$ cat src/rtl/multicycle_ctrl_if.sv
// Control bus between the multicycle MIPS main controller and its datapath:
// instruction fields and ALU flag in, ALU code and datapath enables/selects out.
interface multicycle_ctrl_if #(
    parameter int STATE_W = 4
);
    logic [5:0]         Op;
    logic [5:0]         Funct;
    logic               Zero;
    logic [3:0]         AluCtrlOut;
    logic               PCWrite;
    logic               PCWriteCond;
    logic               PCEn;
    logic [1:0]         PCSource;
    logic               IorD;
    logic               MemRead;
    logic               MemWrite;
    logic               IRWrite;
    logic               RegWrite;
    logic               MemtoReg;
    logic               RegDst;
    logic               ALUSrcA;
    logic [1:0]         ALUSrcB;
    logic               ExtOp;
    logic               Illegal;
    logic [STATE_W-1:0] State;

    modport master (
        input  Op, Funct, Zero,
        output AluCtrlOut, PCWrite, PCWriteCond, PCEn, PCSource, IorD,
               MemRead, MemWrite, IRWrite, RegWrite, MemtoReg, RegDst,
               ALUSrcA, ALUSrcB, ExtOp, Illegal, State
    );

    modport slave (
        output Op, Funct, Zero,
        input  AluCtrlOut, PCWrite, PCWriteCond, PCEn, PCSource, IorD,
               MemRead, MemWrite, IRWrite, RegWrite, MemtoReg, RegDst,
               ALUSrcA, ALUSrcB, ExtOp, Illegal, State
    );
endinterface

$ cat src/rtl/multicycle_ctrl.sv
// Multicycle MIPS main control: Moore FSM sequencing fetch/decode/execute/
// memory/writeback, with ALU code decoded from opcode and funct.
module multicycle_ctrl #(
    parameter int STATE_W = 4
) (
    input  logic                clk,
    input  logic                rst_n,
    multicycle_ctrl_if.master   bus
);
    localparam logic [5:0] OP_RTYPE = 6'b000000;
    localparam logic [5:0] OP_J     = 6'b000010;
    localparam logic [5:0] OP_BEQ   = 6'b000100;
    localparam logic [5:0] OP_ADDI  = 6'b001000;
    localparam logic [5:0] OP_ORI   = 6'b001101;
    localparam logic [5:0] OP_LUI   = 6'b001111;
    localparam logic [5:0] OP_LW    = 6'b100011;
    localparam logic [5:0] OP_SW    = 6'b101011;

    localparam logic [3:0] ALU_AND = 4'b0000;
    localparam logic [3:0] ALU_OR  = 4'b0001;
    localparam logic [3:0] ALU_ADD = 4'b0010;
    localparam logic [3:0] ALU_XOR = 4'b0011;
    localparam logic [3:0] ALU_LUI = 4'b0100;
    localparam logic [3:0] ALU_SUB = 4'b0110;
    localparam logic [3:0] ALU_SLT = 4'b0111;

    typedef enum logic [STATE_W-1:0] {
        FETCH  = 0,
        DECODE = 1,
        MEMADR = 2,
        MEMRD  = 3,
        MEMWB  = 4,
        MEMWR  = 5,
        RTEXE  = 6,
        RTWB   = 7,
        BRANCH = 8,
        IEXE   = 9,
        IWB    = 10,
        JUMP   = 11
    } state_t;

    state_t     state;
    state_t     next_state;
    logic [3:0] rt_code;
    logic       rt_ok;

    always_ff @(posedge clk) begin
        if (!rst_n) state <= FETCH;
        else        state <= next_state;
    end

    // Funct decode for R-type; an unsupported funct makes the instruction illegal.
    always_comb begin
        rt_code = ALU_ADD;
        rt_ok   = 1'b1;
        case (bus.Funct)
            6'b100000: rt_code = ALU_ADD;
            6'b100010: rt_code = ALU_SUB;
            6'b100100: rt_code = ALU_AND;
            6'b100101: rt_code = ALU_OR;
            6'b100110: rt_code = ALU_XOR;
            6'b101010: rt_code = ALU_SLT;
            default:   rt_ok   = 1'b0;
        endcase
    end

    always_comb begin
        next_state      = FETCH;
        bus.AluCtrlOut  = ALU_ADD;
        bus.PCWrite     = 1'b0;
        bus.PCWriteCond = 1'b0;
        bus.PCSource    = 2'b00;
        bus.IorD        = 1'b0;
        bus.MemRead     = 1'b0;
        bus.MemWrite    = 1'b0;
        bus.IRWrite     = 1'b0;
        bus.RegWrite    = 1'b0;
        bus.MemtoReg    = 1'b0;
        bus.RegDst      = 1'b0;
        bus.ALUSrcA     = 1'b0;
        bus.ALUSrcB     = 2'b00;
        bus.ExtOp       = 1'b0;
        bus.Illegal     = 1'b0;

        case (state)
            FETCH: begin
                next_state   = DECODE;
                bus.MemRead  = 1'b1;
                bus.IRWrite  = 1'b1;
                bus.PCWrite  = 1'b1;
                bus.ALUSrcB  = 2'b01;
            end
            DECODE: begin
                bus.ALUSrcB = 2'b11;
                bus.ExtOp   = 1'b1;
                case (bus.Op)
                    OP_LW, OP_SW:            next_state = MEMADR;
                    OP_BEQ:                  next_state = BRANCH;
                    OP_ADDI, OP_ORI, OP_LUI: next_state = IEXE;
                    OP_J:                    next_state = JUMP;
                    OP_RTYPE: begin
                        if (rt_ok) next_state  = RTEXE;
                        else       bus.Illegal = 1'b1;
                    end
                    default:                 bus.Illegal = 1'b1;
                endcase
            end
            MEMADR: begin
                next_state  = (bus.Op == OP_LW) ? MEMRD : MEMWR;
                bus.ALUSrcA = 1'b1;
                bus.ALUSrcB = 2'b10;
                bus.ExtOp   = 1'b1;
            end
            MEMRD: begin
                next_state  = MEMWB;
                bus.MemRead = 1'b1;
                bus.IorD    = 1'b1;
            end
            MEMWB: begin
                bus.RegWrite = 1'b1;
                bus.MemtoReg = 1'b1;
            end
            MEMWR: begin
                bus.MemWrite = 1'b1;
                bus.IorD     = 1'b1;
            end
            RTEXE: begin
                next_state     = RTWB;
                bus.ALUSrcA    = 1'b1;
                bus.AluCtrlOut = rt_code;
            end
            RTWB: begin
                bus.RegWrite = 1'b1;
                bus.RegDst   = 1'b1;
            end
            BRANCH: begin
                bus.ALUSrcA     = 1'b1;
                bus.AluCtrlOut  = ALU_SUB;
                bus.PCWriteCond = 1'b1;
                bus.PCSource    = 2'b01;
            end
            IEXE: begin
                next_state  = IWB;
                bus.ALUSrcA = 1'b1;
                bus.ALUSrcB = 2'b10;
                case (bus.Op)
                    OP_ADDI: begin
                        bus.AluCtrlOut = ALU_ADD;
                        bus.ExtOp      = 1'b1;
                    end
                    OP_ORI:  bus.AluCtrlOut = ALU_OR;
                    OP_LUI:  bus.AluCtrlOut = ALU_LUI;
                    default: bus.AluCtrlOut = ALU_ADD;
                endcase
            end
            IWB: begin
                bus.RegWrite = 1'b1;
            end
            JUMP: begin
                bus.PCWrite  = 1'b1;
                bus.PCSource = 2'b10;
            end
            default: begin
                bus.AluCtrlOut = 4'b0000;
            end
        endcase

        // In reset the datapath sees FETCH selects but no enable is allowed through.
        if (!rst_n) begin
            bus.AluCtrlOut  = ALU_ADD;
            bus.PCWrite     = 1'b0;
            bus.PCWriteCond = 1'b0;
            bus.PCSource    = 2'b00;
            bus.IorD        = 1'b0;
            bus.MemRead     = 1'b0;
            bus.MemWrite    = 1'b0;
            bus.IRWrite     = 1'b0;
            bus.RegWrite    = 1'b0;
            bus.MemtoReg    = 1'b0;
            bus.RegDst      = 1'b0;
            bus.ALUSrcA     = 1'b0;
            bus.ALUSrcB     = 2'b01;
            bus.ExtOp       = 1'b0;
            bus.Illegal     = 1'b0;
        end
    end

    assign bus.PCEn  = bus.PCWrite | (bus.PCWriteCond & bus.Zero);
    assign bus.State = rst_n ? state : '0;

endmodule

$ cat src/flat_wrapper.sv
// flat-port wrapper written by rule: the top's interface ports become plain ports
module multicycle_ctrl_flat 
#(
    parameter int STATE_W = 4
)
  (clk, rst_n, bus_Op, bus_Funct, bus_Zero, bus_AluCtrlOut, bus_PCWrite, bus_PCWriteCond, bus_PCEn, bus_PCSource, bus_IorD, bus_MemRead, bus_MemWrite, bus_IRWrite, bus_RegWrite, bus_MemtoReg, bus_RegDst, bus_ALUSrcA, bus_ALUSrcB, bus_ExtOp, bus_Illegal, bus_State);
  multicycle_ctrl_if #(.STATE_W(STATE_W)) bus_i ();
  input  logic clk;
  input  logic rst_n;
  input wire logic [$bits(bus_i.Op)-1:0] bus_Op;
  input wire logic [$bits(bus_i.Funct)-1:0] bus_Funct;
  input wire logic [$bits(bus_i.Zero)-1:0] bus_Zero;
  output wire logic [$bits(bus_i.AluCtrlOut)-1:0] bus_AluCtrlOut;
  output wire logic [$bits(bus_i.PCWrite)-1:0] bus_PCWrite;
  output wire logic [$bits(bus_i.PCWriteCond)-1:0] bus_PCWriteCond;
  output wire logic [$bits(bus_i.PCEn)-1:0] bus_PCEn;
  output wire logic [$bits(bus_i.PCSource)-1:0] bus_PCSource;
  output wire logic [$bits(bus_i.IorD)-1:0] bus_IorD;
  output wire logic [$bits(bus_i.MemRead)-1:0] bus_MemRead;
  output wire logic [$bits(bus_i.MemWrite)-1:0] bus_MemWrite;
  output wire logic [$bits(bus_i.IRWrite)-1:0] bus_IRWrite;
  output wire logic [$bits(bus_i.RegWrite)-1:0] bus_RegWrite;
  output wire logic [$bits(bus_i.MemtoReg)-1:0] bus_MemtoReg;
  output wire logic [$bits(bus_i.RegDst)-1:0] bus_RegDst;
  output wire logic [$bits(bus_i.ALUSrcA)-1:0] bus_ALUSrcA;
  output wire logic [$bits(bus_i.ALUSrcB)-1:0] bus_ALUSrcB;
  output wire logic [$bits(bus_i.ExtOp)-1:0] bus_ExtOp;
  output wire logic [$bits(bus_i.Illegal)-1:0] bus_Illegal;
  output wire logic [$bits(bus_i.State)-1:0] bus_State;
  assign bus_i.Op = bus_Op;
  assign bus_i.Funct = bus_Funct;
  assign bus_i.Zero = bus_Zero;
  assign bus_AluCtrlOut = bus_i.AluCtrlOut;
  assign bus_PCWrite = bus_i.PCWrite;
  assign bus_PCWriteCond = bus_i.PCWriteCond;
  assign bus_PCEn = bus_i.PCEn;
  assign bus_PCSource = bus_i.PCSource;
  assign bus_IorD = bus_i.IorD;
  assign bus_MemRead = bus_i.MemRead;
  assign bus_MemWrite = bus_i.MemWrite;
  assign bus_IRWrite = bus_i.IRWrite;
  assign bus_RegWrite = bus_i.RegWrite;
  assign bus_MemtoReg = bus_i.MemtoReg;
  assign bus_RegDst = bus_i.RegDst;
  assign bus_ALUSrcA = bus_i.ALUSrcA;
  assign bus_ALUSrcB = bus_i.ALUSrcB;
  assign bus_ExtOp = bus_i.ExtOp;
  assign bus_Illegal = bus_i.Illegal;
  assign bus_State = bus_i.State;
  multicycle_ctrl #(.STATE_W(STATE_W)) u_core (.clk(clk), .rst_n(rst_n), .bus(bus_i));
endmodule
$ cat config.mk
export PLATFORM = sky130hd
export DESIGN_NAME = multicycle_ctrl_flat
export DESIGN_NICKNAME = d
export VERILOG_FILES = /design/src/rtl/multicycle_ctrl_if.sv /design/src/rtl/multicycle_ctrl.sv /design/src/flat_wrapper.sv
export SDC_FILE = /design/constraint.sdc
export NUM_CORES = 1
export LEC_CHECK = 0
export BUFFER_PORTS_ARGS = -buffer_cell sky130_fd_sc_hd__buf_2
export CELL_PAD_IN_SITES_DETAIL_PLACEMENT = 1
export CELL_PAD_IN_SITES_GLOBAL_PLACEMENT = 2
export CORE_MARGIN = 4
export CORE_UTILIZATION = 22
export CTS_CLUSTER_SIZE = 10
export DETAILED_ROUTE_END_ITERATION = 16
export PLACE_DENSITY_LB_ADDON = 0.1
export SYNTH_ARGS = -nofsm -noshare
export SYNTH_HDL_FRONTEND = slang
export SYNTH_SLANG_ARGS = --single-unit
export TNS_END_PERCENT = 20
$ cat constraint.sdc
create_clock -name clk -period 1.6 [get_ports clk]
set_input_delay 0.08 -clock clk [delete_from_list [all_inputs] [get_ports clk]]
set_output_delay 0.08 -clock clk [all_outputs]
set_load 0.005 [all_outputs]
* After elaboration in Yosys (flattened, before gate mapping)
Index checks and enable logic that the tools add are counted.
** Storage, ports and cells
- Flip-flop bits (word level) :: 4
- Bits of input ports :: 15
- Output and inout port bits :: 25
- Logic and storage cells :: 82
** Operators by class
- Equal/unequal tests :: 24
- Mux-type cells :: 41
- Bitwise operators :: 2
- Reduce and logical (&&, ||, !) cells :: 14
** Operator list (number)
- $eq A6 B6 Y1 const B :: 8
- $mux W1 :: 26
- $pmux W4 S6 :: 1
- $pmux W4 S5 :: 1
- $eq A6 B4 Y1 const B :: 3
- $eq A4 B3 Y1 const B :: 4
- $eq A4 B4 Y1 const B :: 4
- $pmux W4 S4 :: 1
- $pmux W3 S5 :: 1
- $reduce_or A2 Y1 :: 6
- $reduce_or A9 Y1 :: 1
- $eq A4 B2 Y1 const B :: 2
- $mux W4 :: 2
- $reduce_or A7 Y1 :: 1
- $eq A6 B2 Y1 const B :: 1
- $eq A6 B3 Y1 const B :: 1
- $logic_not A6 Y1 :: 1
- $mux W3 :: 2
- $pmux W2 S3 :: 1
- $pmux W3 S2 :: 1
- $reduce_or A3 Y1 :: 2
- $reduce_or A6 Y1 :: 1
- $eq A4 B1 Y1 const B :: 1
- $logic_not A4 Y1 :: 1
- other kinds (6) :: 8

* Logic depth before layout (Yosys ltp)
- Word-level depth :: 7
- Gate-level depth with buffers :: 6
- Mapped depth without buffers :: 5

* Least setup slack after synthesis
OpenSTA, ideal clock, no wires.
- Kind :: register to output
- From :: register u_core.state[0]
- To :: output bus_AluCtrlOut[2]
- Arrival :: 1.200 ns
- Required time :: 1.520 ns
- Setup slack :: 0.320 ns
- Cell stages (with the launch flop) :: 6
- Path through :: dfxtp_1 > nand2b_1 > nor3b_1 > nand2_1 > nor4b_1 > o311a_1
** Between the ends
- Longest elaborated chain between the ends :: 4
- Elaborated cells between the ends (all ways) :: 15
** RTL lines
- start, declared :: RTL line multicycle_ctrl.sv:42 : state_t state;
- start signal, assigned :: RTL line multicycle_ctrl.sv:49 : else state <= next_state;
- $eq A4 B4 Y1 (tied with other cells) :: RTL line multicycle_ctrl.sv:85 : case (state)
- $reduce_or A9 Y1 (no source line)
- $pmux W4 S4 (*) :: RTL line multicycle_ctrl.sv:85
- $mux W4 (*) :: RTL line multicycle_ctrl.sv:169 : if (!rst_n) begin
- end, declared :: RTL line flat_wrapper.sv:13 : output wire logic [$bits(bus_i.AluCtrlOut)-1:0] bus_AluCtrlOut;
Mark *: on every way between the ends. The rest lies on a longest branch, timed or not.

* Worst setup path in the final report
- From :: register u_core.state[1]
- To :: output bus_PCEn
** Between the ends
- Longest elaborated chain between the ends :: 5
- Elaborated cells between the ends (all ways) :: 10
** RTL lines
- $eq A4 B4 Y1 or $logic_not A4 Y1 (tied branches) :: RTL line multicycle_ctrl.sv:85
- $reduce_or A2 Y1 (no source line) or $mux W1 (tied branches)
- $mux W1, on equally long branches :: RTL line multicycle_ctrl.sv:85, multicycle_ctrl.sv:169
- $mux W1 or $and A1 B1 Y1 (tied branches) :: RTL line multicycle_ctrl.sv:169, multicycle_ctrl.sv:188
- $or A1 B1 Y1 (*) :: RTL line multicycle_ctrl.sv:188 : assign bus.PCEn = bus.PCWrite | (bus.PCWriteCond & bus.Zero);
- end, declared :: RTL line flat_wrapper.sv:16 : output wire logic [$bits(bus_i.PCEn)-1:0] bus_PCEn;
Marks and branches as above.

==> summary.md <==
| Metric | Value |
|---|---|
| Status | finished clean |
| DP Wirelength | 2231 microns |
| Synthesis-stage register bit count | 4 |
| Vias/cell | 4.835 |
| Die area | 4346 sq um |
| Yosys warns | 0 |
| First-pass GRT wire length | approximately 4300 microns |
| Largest net degree at the start of global routing | 18 |
| CP arrival | about 1.5 ns |
| Register area | 86.33 sq um |
| Die H | 65.93 microns |
| Largest register FFs | 4 |
| Synth Area per Inst | 6.711 sq um |
| Area of the multi-input gates | 623.1 sq um |
| Clock root cell | clkbuf_4 |
| Sink Count | 4 |
| Die Wd | 65.93 microns |
| Hold Buf Count CTS | 0 |
| Clk_lat worst skew | 0.24 ns |
| Initial Util | 0.2360 |
| Total power | 387.2 uW |
| Max Fclk | 626.0 MHz |
| WP data required | 1.52 ns |
| Layout Nets | 167 |
| Max Root-Sink Buffers | 2 |
| CP endpoint kind | output pin |
| Pwr dens | 362.8 nW/um^2 |
| Routed len/inst | 13.90 microns |
| Post-route antenna net violation count | 0 |
| CTS tree | done |
| Final Hold Fails | 0 |
| Max FO, Critical Path | 8 |
| Drc violations | 0 |
| RSZ-0062 raised after global routing | yes |
| DR pass1 iterations | 4 |
| Number of global-route vias before repair | 889 |
| Antenna diode count | 0 |
| Clock Skews | 0.002362 ns |
| EDFF count, synth | 0 |
| Sequential-to-total area share from yosys stat | 0.1085 |
| Top FF cell, synth | dfxtp_1 |
| Final global-route overflow total | 0 |
| Tcrit/Tclk final | 0.9984 |
| Async set-reset flop share out of synthesis | 0 |
| Initial antenna violation count | 0 |
| Final core occ | 0.3412 |
| CP max stage delay | 0.37 ns |
| H-tree Lvls | 1 |
| Top Family by Delay on Critical Path | simple AND/OR/NAND/NOR gates |
| CORE AREA | 3128 sq um |
| Crit path kind | register to output pin |
| GPL Wtd Cong | 0.8682 |
| Clock Pin Slew Worst Setup and Hold Paths | 0.04 ns |
| Fill count | 422 |
| CP cell instances | buf_4 -> and2_1 -> nand2_1 -> nor2_1 -> or2_1 -> a21o_1 -> buf_2 |
| Regs by FF count | u_core.state (4) |
| Share of cells above drive strength 1 | 0.4333 |
| Synth cell types | 39 |
| Synth Instances | between 100 and 150 |
| Gr usage total | 0.1247 |
| Maxcap violations | 0 |
| Final count of pins violating max slew | 0 |
| Bufs and invs on worst path | 2 |
| Row count | 20 |
| Vias post-DR | 938 |
| Syn_nets | approximately 130 |
| WL final | 2697 microns |
| Worst VDD drop | 299.6 uV |
| Final setup violating endpoints | 0 |
| Drt initial violations | 26 |
| Post-layout minimum cycle time | ~1.6 ns |
| Synthesized cell area | 738.2 sq um |
| Leak Pwr | approximately 0.00052 uW |
| CP Launch Type | register |
| I/O Pins | 40 |
| Area Overhead vs Synth | 44.58% |
| Largest register by flop count | u_core.state |
| Slowest CP cell | dfxtp_4 |
| Hold/Removal Path Class | input port to register |
| Total CTS buffers | 3 |
| Port bufs | 38 |
| Setup Fix Bufs, Post-CTS | 0 |
==> where the power goes <==
part	switching [uW]	internal, uW
logic	83.1	72.4
registers	3.13	102
clock network	42.4	84.0
==> metrics by stage <==
stage | setup slack (ns) | instances | TNS [ns] | hold WS, ns | area (sq um)
CTS | -0.02452 | 194 | -0.03290 | 0.1582 | 1049
detailed placement | 0.006946 | 191 | 0 | 0.4226 | 992.2
global placement | 0.1097 | 191 | 0 | 0.4196 | 992.2
finish | 0.002581 | 194 | 0 | 0.1726 | 1067
floorplan | 0.3198 | 110 | 0 | 0.2515 | 738.2
global route | -0.1066 | 194 | -0.2578 | 0.1879 | 1067
==> path summary, 6_finish.rpt <==
kind | startpoint | cells past startpoint | slack, ns | to
worst max-delay path | u_core.state[1]$_SDFF_PN0_ | 7 | 0.003 | bus_PCEn
worst min-delay path | bus_Op[4] | 3 | 0.17 | u_core.state[1]$_SDFF_PN0_
worst max register to register | u_core.state[3]$_SDFF_PN0_ | 5 | 0.32 | u_core.state[1]$_SDFF_PN0_
worst min register to register | u_core.state[1]$_SDFF_PN0_ | 2 | 0.55 | u_core.state[0]$_SDFF_PN0_
==> per-layer routing <==
layer	track usage	wire length [microns]
met2	0.2015	1284
met3	0.02381	104
met5	0	0
met1	0.1613	1265
met4	0.04922	42
==> placed cells by master (no fill, tap or decap), types with 2 or more instances in the layout <==
master | Yosys | layout
nor3b_2 | 0 | 2
a31oi_1 | 2 | 2
nor3_1 | 6 | 5
a21oi_1 | 6 | 6
nor2b_1 | 4 | 4
dfxtp_2 | 0 | 2
nand2b_1 | 6 | 4
clkbuf_4 | 0 | 3
and3_1 | 3 | 3
nor3b_1 | 6 | 4
o21ai_0 | 3 | 3
o211a_1 | 2 | 2
nand2_1 | 7 | 7
xnor2_1 | 4 | 4
inv_1 | 2 | 2
and2_1 | 4 | 4
nand4b_1 | 2 | 2
or3_1 | 3 | 3
nor2_1 | 13 | 11
nand2b_4 | 0 | 2
or2_1 | 2 | 2
buf_2 | 5 | 38
buf_4 | 2 | 11
a21o_1 | 3 | 3
==> cells in the mapped netlist, types with 2 or more instances <==
cell type | instances | share of area
nand4b_1 | 2 | 0.024
buf_6 | 2 | 0.031
and2_1 | 4 | 0.034
inv_1 | 2 | 0.010
nor2_1 | 13 | 0.066
clkbuf_1 | 3 | 0.015
buf_2 | 5 | 0.034
and3_1 | 3 | 0.025
or2_1 | 2 | 0.017
nand2b_1 | 6 | 0.051
nor2b_1 | 4 | 0.034
dfxtp_1 | 4 | 0.11
o21ai_0 | 3 | 0.020
nor3b_1 | 6 | 0.061
nor3_1 | 6 | 0.041
a21o_1 | 3 | 0.031
a31oi_1 | 2 | 0.017
nand2_1 | 7 | 0.036
or3_1 | 3 | 0.025
a21oi_1 | 6 | 0.041
xnor2_1 | 4 | 0.047
o211a_1 | 2 | 0.027
buf_4 | 2 | 0.020
==> area by class of cell <==
cell class / instances / share of cell area
Multi-Input combinational cell: 92 / 0.5838
Timing Repair Buffer: 49 / 0.2556
Sequential cell: 4 / 0.08089
Tap cell: 44 / 0.05158
Clock buffer: 3 / 0.02110
Inverter: 2 / 0.007034
==> tightest hold or removal path: cells and delay by family <==
family	cells	cell delay, ns
AOI/OAI and AO/OA	1	0.06
and+or+nand+nor	1	0.11
buffers and inverters	1	0.12
==> what timing repair did <==
item / CTS / global route
pin swaps: 2 / 1
cloned: 0 / 0
gates resized for setup: 8 / 5
endpoints found under the setup margin: 6 / 8
==> kinds of logic after synthesis <==
| family | count (synthesis) | share of synthesized area |
|---|---|---|
| AOI/OAI and AO/OA | 25 | 0.2441 |
| xor gates and xnor gates | 4 | 0.04745 |
| buffers and inverters | 14 | 0.1102 |
| DFF | 4 | 0.1085 |
| other | 1 | 0.005080 |
| and+or+nand+nor | 62 | 0.4848 |
Power figures use the tool's default switching activity.
